**src/rtl/byteram_arbiter.sv**
```systemverilog
// Round-robin arbiter sharing one 1RW synchronous-read byteram among NReq requesters.
// Define BYTERAM_ARB_CLEAR_EN to zero-fill the whole RAM after reset before serving.
module byteram_arbiter #(
   parameter int AddrW = 10,
   parameter int NReq  = 4
) (
   input  logic                  clk,
   input  logic                  rstn,
   input  logic [NReq-1:0]       req_valid,
   output logic [NReq-1:0]       req_ready,
   input  logic [NReq-1:0]       req_web,
   input  logic [NReq*AddrW-1:0] req_addr,
   input  logic [NReq*8-1:0]     req_wbyte,
   output logic [NReq-1:0]       rsp_valid,
   output logic [7:0]            rsp_byte,
   output logic                  init_done,
   output logic [AddrW-1:0]      ram_addr,
   output logic                  ram_web,
   output logic [7:0]            ram_ibyte,
   input  logic [7:0]            ram_obyte
);
   localparam int PtrW = (NReq > 1) ? $clog2(NReq) : 1;

   logic [PtrW-1:0]  rr_ptr;
   logic [PtrW-1:0]  ptr_nxt;
   logic [PtrW-1:0]  idx;
   logic [NReq-1:0]  pend;
   logic [NReq-1:0]  sel;
   logic [AddrW-1:0] last_addr;
   logic [AddrW-1:0] clr_addr;
   logic [AddrW-1:0] addr_a [NReq];
   logic [7:0]       wbyte_a [NReq];
   logic [AddrW-1:0] gnt_addr;
   logic [7:0]       gnt_wbyte;
   logic             gnt_web;
   logic             found;
   logic             serving;
   logic             clearing;
   logic             handshake;
   int               scan;

`ifdef BYTERAM_ARB_CLEAR_EN
   // state   | meaning
   // S_CLEAR | writing 0 to address cnt, no grants
   // S_SERVE | round-robin service, terminal until reset
   typedef enum logic {S_CLEAR, S_SERVE} state_t;
   state_t           state, state_nxt;
   logic [AddrW-1:0] cnt;

   always_ff @(posedge clk or negedge rstn) begin
      if (!rstn) begin
         state <= S_CLEAR;
         cnt   <= '0;
      end else begin
         state <= state_nxt;
         if (state == S_CLEAR) cnt <= cnt + 1'b1;
      end
   end

   always_comb begin
      state_nxt = state;
      if (state == S_CLEAR && cnt == '1) state_nxt = S_SERVE;
   end

   // Gated by rstn so the RAM sees no write while reset is held.
   assign clearing  = (state == S_CLEAR) && rstn;
   assign serving   = (state == S_SERVE) && rstn;
   assign init_done = (state == S_SERVE);
   assign clr_addr  = cnt;
`else
   assign clearing  = 1'b0;
   assign serving   = rstn;
   assign init_done = 1'b1;
   assign clr_addr  = '0;
`endif

   always_comb begin
      for (int i = 0; i < NReq; i++) begin
         addr_a[i]  = req_addr[i*AddrW +: AddrW];
         wbyte_a[i] = req_wbyte[i*8 +: 8];
      end
   end

   // Scan from rr_ptr with wrap; first valid requester wins.
   always_comb begin
      found     = 1'b0;
      sel       = '0;
      idx       = '0;
      scan      = 0;
      ptr_nxt   = rr_ptr;
      gnt_addr  = '0;
      gnt_wbyte = '0;
      gnt_web   = 1'b1;
      for (int k = 0; k < NReq; k++) begin
         scan = int'(rr_ptr) + k;
         if (scan >= NReq) scan = scan - NReq;
         idx = PtrW'(scan);
         if (!found && req_valid[idx]) begin
            found     = 1'b1;
            sel[idx]  = 1'b1;
            gnt_addr  = addr_a[idx];
            gnt_wbyte = wbyte_a[idx];
            gnt_web   = req_web[idx];
            ptr_nxt   = (scan == NReq - 1) ? '0 : PtrW'(scan + 1);
         end
      end
   end

   assign handshake = serving && found;
   assign req_ready = serving ? sel : '0;

   always_comb begin
      ram_addr  = last_addr;
      ram_web   = 1'b1;
      ram_ibyte = '0;
      if (clearing) begin
         ram_addr = clr_addr;
         ram_web  = 1'b0;
      end else if (handshake) begin
         ram_addr  = gnt_addr;
         ram_web   = gnt_web;
         ram_ibyte = gnt_wbyte;
      end
   end

   always_ff @(posedge clk or negedge rstn) begin
      if (!rstn) begin
         rr_ptr    <= '0;
         pend      <= '0;
         last_addr <= '0;
      end else begin
         last_addr <= ram_addr;
         pend      <= (handshake && gnt_web) ? sel : '0;
         if (handshake) rr_ptr <= ptr_nxt;
      end
   end

   assign rsp_valid = pend;
   assign rsp_byte  = ram_obyte;
endmodule
```
**config.mk**
```make
export PLATFORM = sky130hd
export DESIGN_NAME = byteram_arbiter
export DESIGN_NICKNAME = d
export VERILOG_FILES = /design/src/rtl/byteram_arbiter.sv
export SDC_FILE = /design/constraint.sdc
export NUM_CORES = 1
export LEC_CHECK = 0
export CAP_MARGIN = 20
export CORE_ASPECT_RATIO = 1.25
export CORE_MARGIN = 3
export CORE_UTILIZATION = 51
export CTS_CLUSTER_SIZE = 10
export DETAILED_ROUTE_END_ITERATION = 7
export PLACE_DENSITY = 0.93
export SETUP_SLACK_MARGIN = 0.3
export SLEW_MARGIN = 20
export SYNTH_ARGS = -nofsm -noshare
export SYNTH_HDL_FRONTEND = slang
export SYNTH_SLANG_ARGS = --single-unit
```
**constraint.sdc**
```tcl
create_clock -name clk -period 8 [get_ports clk]
set_clock_uncertainty 0.15 [all_clocks]
set_input_delay 1.2 -clock clk [delete_from_list [all_inputs] [get_ports clk]]
set_output_delay 1.2 -clock clk [all_outputs]
set_load 0.005 [all_outputs]
```
### After elaboration in Yosys (flattened, before gate mapping)

Index checks and enable logic that the tools add are counted.

* eq/ne operators: 4
* bitwise gates (word level): 7
* multiplexer cells: 85
* reduce and logical (&&, ||, !) cells: 14
* magnitude comparators: 16
* $add $sub $neg: 11

Operators by type and width (number)
* 2-to-1 mux 10 bit: 13
* equality test 32 x 3 -> 1 bit (second input constant): 4
* 2-to-1 mux 32 bit: 4
* 2-to-1 mux 8 bit: 13
* binary-select mux 10 bit (select 2 bit): 4
* binary-select mux 8 bit (select 2 bit): 4
* 2-to-1 mux 4 bit: 6
* >= comparator 3 bit (second input constant): 7
* 2-to-1 mux 1 bit: 21
* binary-select mux 1 bit (select 2 bit): 8
* 2-to-1 mux 2 bit: 8
* < comparator 2 x 3 -> 1 bit (second input constant): 4
* inverter 2 -> 3 bit: 4
* bitwise OR 4 bit: 3
* subtractor 3 x 3 -> 4 bit (second input constant): 3
* logical AND 1 bit: 9
* adder 2 bit (second input constant): 4
* demux 1 bit (select 2 bit): 4
* >= comparator 2 x 1 -> 1 bit (second input constant): 4
* adder 2 x 2 -> 3 bit (second input constant): 2
* nonzero test 4 bit: 1
* subtractor 2 x 3 -> 4 bit (second input constant): 1
* adder 2 x 1 -> 3 bit (second input constant): 1
* >= comparator 2 x 3 -> 1 bit (second input constant): 1
* other kinds (2): 4

* input port bits: 90
* output and inout bits: 36
* register bits: 16

### Longest topological paths before layout

* word-level depth: 17
* gate-level depth with buffers: 15
* mapped depth without buffers: 7

### Least setup slack after synthesis

No wires, ideal clock.

* kind: register to output
* from: reg rr_ptr[0]
* to: out ram_addr[6]
* stages on the path, launching flop included: 15
* required time: 6.650 ns
* setup slack: 3.343 ns
* arrival: 3.307 ns
* buffers on the path: 8
* cell sequence: dfrtp_1 -> buf_6 -> buf_4 -> buf_4 -> buf_2 -> inv_1 -> ha_1 -> buf_2 -> mux4_2 -> buf_2 -> nor4b_4 -> buf_6 -> buf_6 -> a21oi_1 -> a21oi_1

* word-level cells in the longest chain between the ends: 16
* elaborated cells on any way between the ends: 55

RTL lines
* start, declared: line 24 `logic [PtrW-1:0] rr_ptr;`
* start signal, assigned: line 134 `if (handshake) rr_ptr <= ptr_nxt;`
* parallel branches: the longest is 15 deep, another holds subtractor 3 x 3 -> 4 bit
* 2-to-1 mux 10 bit *: line 119 `end else if (handshake) begin`
* end, declared: line 17 `output logic [AddrW-1:0] ram_addr,`

Every way passes the cells marked *. The select of a mux whose other input is x is not followed.

### Worst setup path in the final report

* from: in req_valid[3]
* to: out ram_ibyte[7]

* word-level cells in the longest chain between the ends: 14
* elaborated cells on any way between the ends: 24

RTL lines
* start, declared: line 9 `input logic [NReq-1:0] req_valid,`
* binary-select mux 1 bit (select 2 bit): line 98 `if (!found && req_valid[idx]) begin`
* 2-to-1 mux 1 bit (not written as such): line 98
* 2-to-1 mux 1 bit: line 98
* logical NOT 1 bit: line 98
* logical AND 1 bit: line 98
* 2-to-1 mux 1 bit: line 98
* logical NOT 1 bit: line 98
* logical AND 1 bit: line 98
* 2-to-1 mux 1 bit: line 98
* logical NOT 1 bit: line 98
* logical AND 1 bit: line 98
* 2-to-1 mux 1 bit: line 98
* logical AND 1 bit: line 109 `assign handshake = serving && found;`
* 2-to-1 mux 8 bit *: line 119
* end, declared: line 19 `output logic [7:0] ram_ibyte,`

Every way passes the cells marked *; elsewhere a longest branch is shown, timed or not. The select of a mux whose other input is x is not followed.

==> metrics.md <==
| Metric | Value |
|---|---|
| Skew-Pair Late Insertion Delay | 0.26 ns |
| Max rail drop VDD | 0.244 mV |
| FF-to-FF setup slack | 3.87 ns |
| Worst Tran Pin Value | 0.920 ns |
| Number of antenna diodes | 0 |
| Syn_nets | 449 |
| TritonCTS Buffers | 3 |
| Power Density | 382 mW/mm² |
| Synth area leader | mux4_2 |
| Period Utilization, post-route | 76.0% |
| GRT overflow | 0 |
| Predominant post-synthesis flop cell | dfrtp_1 |
| Vias in the first global route | 3631 |
| Endpoint, Worst Hold | last_addr[2] |
| Setup_tns | 0 ns |
| I/O Buffers | 108 |
| Setup ws final | 1.92 ns |
| CP arrival | 4.73 ns |
| Crit path from | req_valid[3] |
| Pre-CTS setup slack | 1.97 ns |
| Hold_buf cts | 0 |
| Post-CTS Setup Repair Bufs | 0 |
| Vias post-DR | 3699 |
| Core Rows | 34 |
| Comb pwr share | 86.1% |
| Total power | 1.80 mW |
| Slowest library cell on the worst path | mux4_2 |
| # resized after CTS | 0 |
| Post-synth EDFFs | 0 |
| Gr usage total | 26.2% |
| Synthesis-stage register bit count | 16 |
| Worst Reg2Reg Path Length in Cells | 7 |
| Outcome | complete, no violations |
| DIE WIDTH | 82.2 µm |
| Pin count of the biggest net entering global routing | 63 |
| Hold Path Cell Cnt | 1 |
| CP Launch Type | primary input |
| Worst-case clock buffer depth | 2 |
| Reg clk slew, reported paths | 0.08 ns |
| Most frequent CP cell | clkdlybuf4s50_1 |
| Int Power | 984 µW |
| WS Path Type | primary input to output pin |
| Core area | 0.00702 mm² |
| Synthesized area | 0.00370 mm² |
| Pleak | 1.61 nW |
| Mapped Cells | 353 |
| Slew headroom | 38.7% |
| Vias/cell | 7.22 |
| RSZ-0062 raised after global routing | false |
| CP required | 6.65 ns |
| Clock sink total | 16 |
| YS warnings | 0 |
| Area Overhead vs Synth | 27.5% |
| Max cap viols | 0 |
| Yosys cell types | 49 |
| Final WL | 10900 µm |
| Clock Tree Root | clkbuf_8 |
| Utilization after layout | 67.3% |
| Final Hold Violating Endpoints | 0 |
| Placed cell areas | 0.00465 mm² |
| Fin area | 0.00472 mm² |
| Share of the synthesized area in the top cell type | 42.0% |
| Top cells by area, synth | mux4_2 (42%), dfrtp_1 (11%), mux2_2 (3.6%) |
| Initial core utilization | 52.7% |
| Ports | 126 |
| Die footprint | 0.00832 mm² |
| First-pass GRT wire length | 17200 µm |
| CP Cell Sequence | clkdlybuf4s50_1 > mux4_2 > nor4b_4 > buf_6 > a21oi_1 > o21ai_0 > and3_1 > clkdlybuf4s50_1 |
| Crit end category | output pin |
| DR pass1 iterations | 6 |
| Post-synthesis sequential area ratio | 10.8% |
| DRT antenna net count | 0 |
| Clock share of power | 4.4% |
| Dpl hpwl | 7600 µm |
| Hold wc startpoint | last_addr[2] |
| Share of layout cells above drive strength 1 | 23.5% |
| Initial antenna violation count | 0 |
| Die height | 101 µm |
| Sequential power share | 9.5% |
| Crit-path max FO | 35 |
| Min Clock Period, post-route | 6.08 ns |
| FF-to-FF End | last_addr[5] |
| R2r startpoint | rr_ptr[0] |
| Initial drt markers | 393 |
| Fmax | 0.164 GHz |
| Post-route DRC | 0 |
| Final slew viol count | 0 |
| Async SR Flop Fraction | 100% |
| Sw Ratio | 45.4% |
| Max incr delay on CP | 0.89 ns |
| H-tree depth | 1 |
| # setup viols final | 0 |
| Final net count | 519 |
| Syn avg cell area | 10.5 µm² |
| Routability Congestion | 0.849 |
| Hold Crit Class | flop to flop |
| CTS tree | built |
| Routed len/inst | 21.4 µm |
| Sw Pwr | 818 µW |
[power by group through the flow]
| stage | clock network, mW | logic [mW] | registers (mW) |
|---|---|---|---|
| global route | 0.0811 | 1.67 | 0.180 |
| detailed placement | 0 | 1.53 | 0.173 |
| global placement | 0 | 1.48 | 0.170 |
| finish | 0.0792 | 1.55 | 0.171 |
| CTS | 0.0778 | 1.54 | 0.172 |
| floorplan | 0 | 1.20 | 0.136 |
[per-layer routing]
| metal | global-route usage [%] | share of wire, % | vias up |
|---|---|---|---|
| li1 | - | - | 1579 |
| met1 | 34.6 | 36 | 1831 |
| met2 | 44.8 | 53 | 258 |
| met3 | 1.78 | 8.1 | 31 |
| met4 | 9.72 | 3.0 | 0 |
| met5 | 0 | 0 | - |
[through the flow]
stage | cells | hold WS, ns
final | 512 | 0.374
after global routing | 512 | 0.382
after CTS | 511 | 0.374
after detailed placement | 507 | 0.346
after global placement | 506 | 0.336
after floorplan | 353 | 0.331
[cells in the mapped netlist, types with 2 or more instances]
cell type	number
a31oi_1	7
o311ai_0	2
buf_4	12
buf_6	5
nand3_1	2
o221ai_1	3
nor3_1	6
nand3b_1	2
nand2_1	22
o21ai_0	18
mux2i_1	9
nor2_1	25
nor2b_1	9
inv_1	10
dfrtp_1	16
nand2b_1	4
a22o_1	7
a21oi_1	25
a22oi_1	5
a221o_1	9
mux4_2	69
o32ai_1	2
o31ai_1	2
ha_1	6
a21oi_2	4
o211ai_1	2
clkbuf_1	13
mux2_2	12
buf_2	18
o22ai_1	7
o22a_1	2
[placed cells by master, fill, tap and decap left out, drive strengths merged, types with 6 or more instances in the layout]
cell,netlist,final
dfrtp,16,16
clkdlybuf4s50,0,108
nor2,25,25
nand2,22,22
a221o,9,9
o22ai,7,7
a22o,7,7
mux2i,9,9
ha,6,6
nor2b,9,9
a21oi,29,29
buf,36,6
a31oi,7,7
o21ai,18,18
inv,10,10
mux4,69,69
mux2,12,12
nor3,6,6
[worst max-delay path by stage]
| stage | slack [ns] | endpoint | cells past startpoint |
|---|---|---|---|
| 2_1_floorplan | 3.34 | ram_addr[6] | 14 |
| 3_3_place_gp | 1.89 | ram_addr[5] | 6 |
| 3_5_place_dp | 1.97 | ram_addr[5] | 6 |
| 4_1_cts | 1.75 | ram_addr[5] | 8 |
| 5_1_grt | 1.70 | ram_addr[5] | 9 |
| 6_report | 1.92 | ram_ibyte[7] | 8 |
[area by class of cell]
| class | instances | area (µm²) |
|---|---|---|
| Tap cell | 90 | 113 |
| Clock buffer | 4 | 55.1 |
| Multi-Input combinational cell | 278 | 2980 |
| Inverter | 10 | 37.5 |
| Sequential cell | 16 | 404 |
| Fill cell | 539 | 2300 |
| Timing Repair Buffer | 114 | 1130 |
[critical path: cells and delay by family]
family / cells / cell delay [ns]
AND/OR/NAND/NOR: 2 / 1.07
multiplexers: 1 / 0.89
AO/OA/AOI/OAI: 2 / 0.15
buffers and inverters: 3 / 1.41
[flip-flops by register name, indices dropped and copies added (netlist names)]
signal,count
last_addr,10
rsp_valid,4
rr_ptr,2
[cell families after synthesis]
family | after synthesis | synth area share (%)
adders and majority gates | 6 | 2.03
muxes | 90 | 48.1
buffers and inverters | 59 | 8.82
AOI/OAI and AO/OA | 107 | 20.5
and+or+nand+nor | 74 | 9.63
DFF | 16 | 10.8
other | 1 | 0.101
Power figures use the tool's default switching activity.
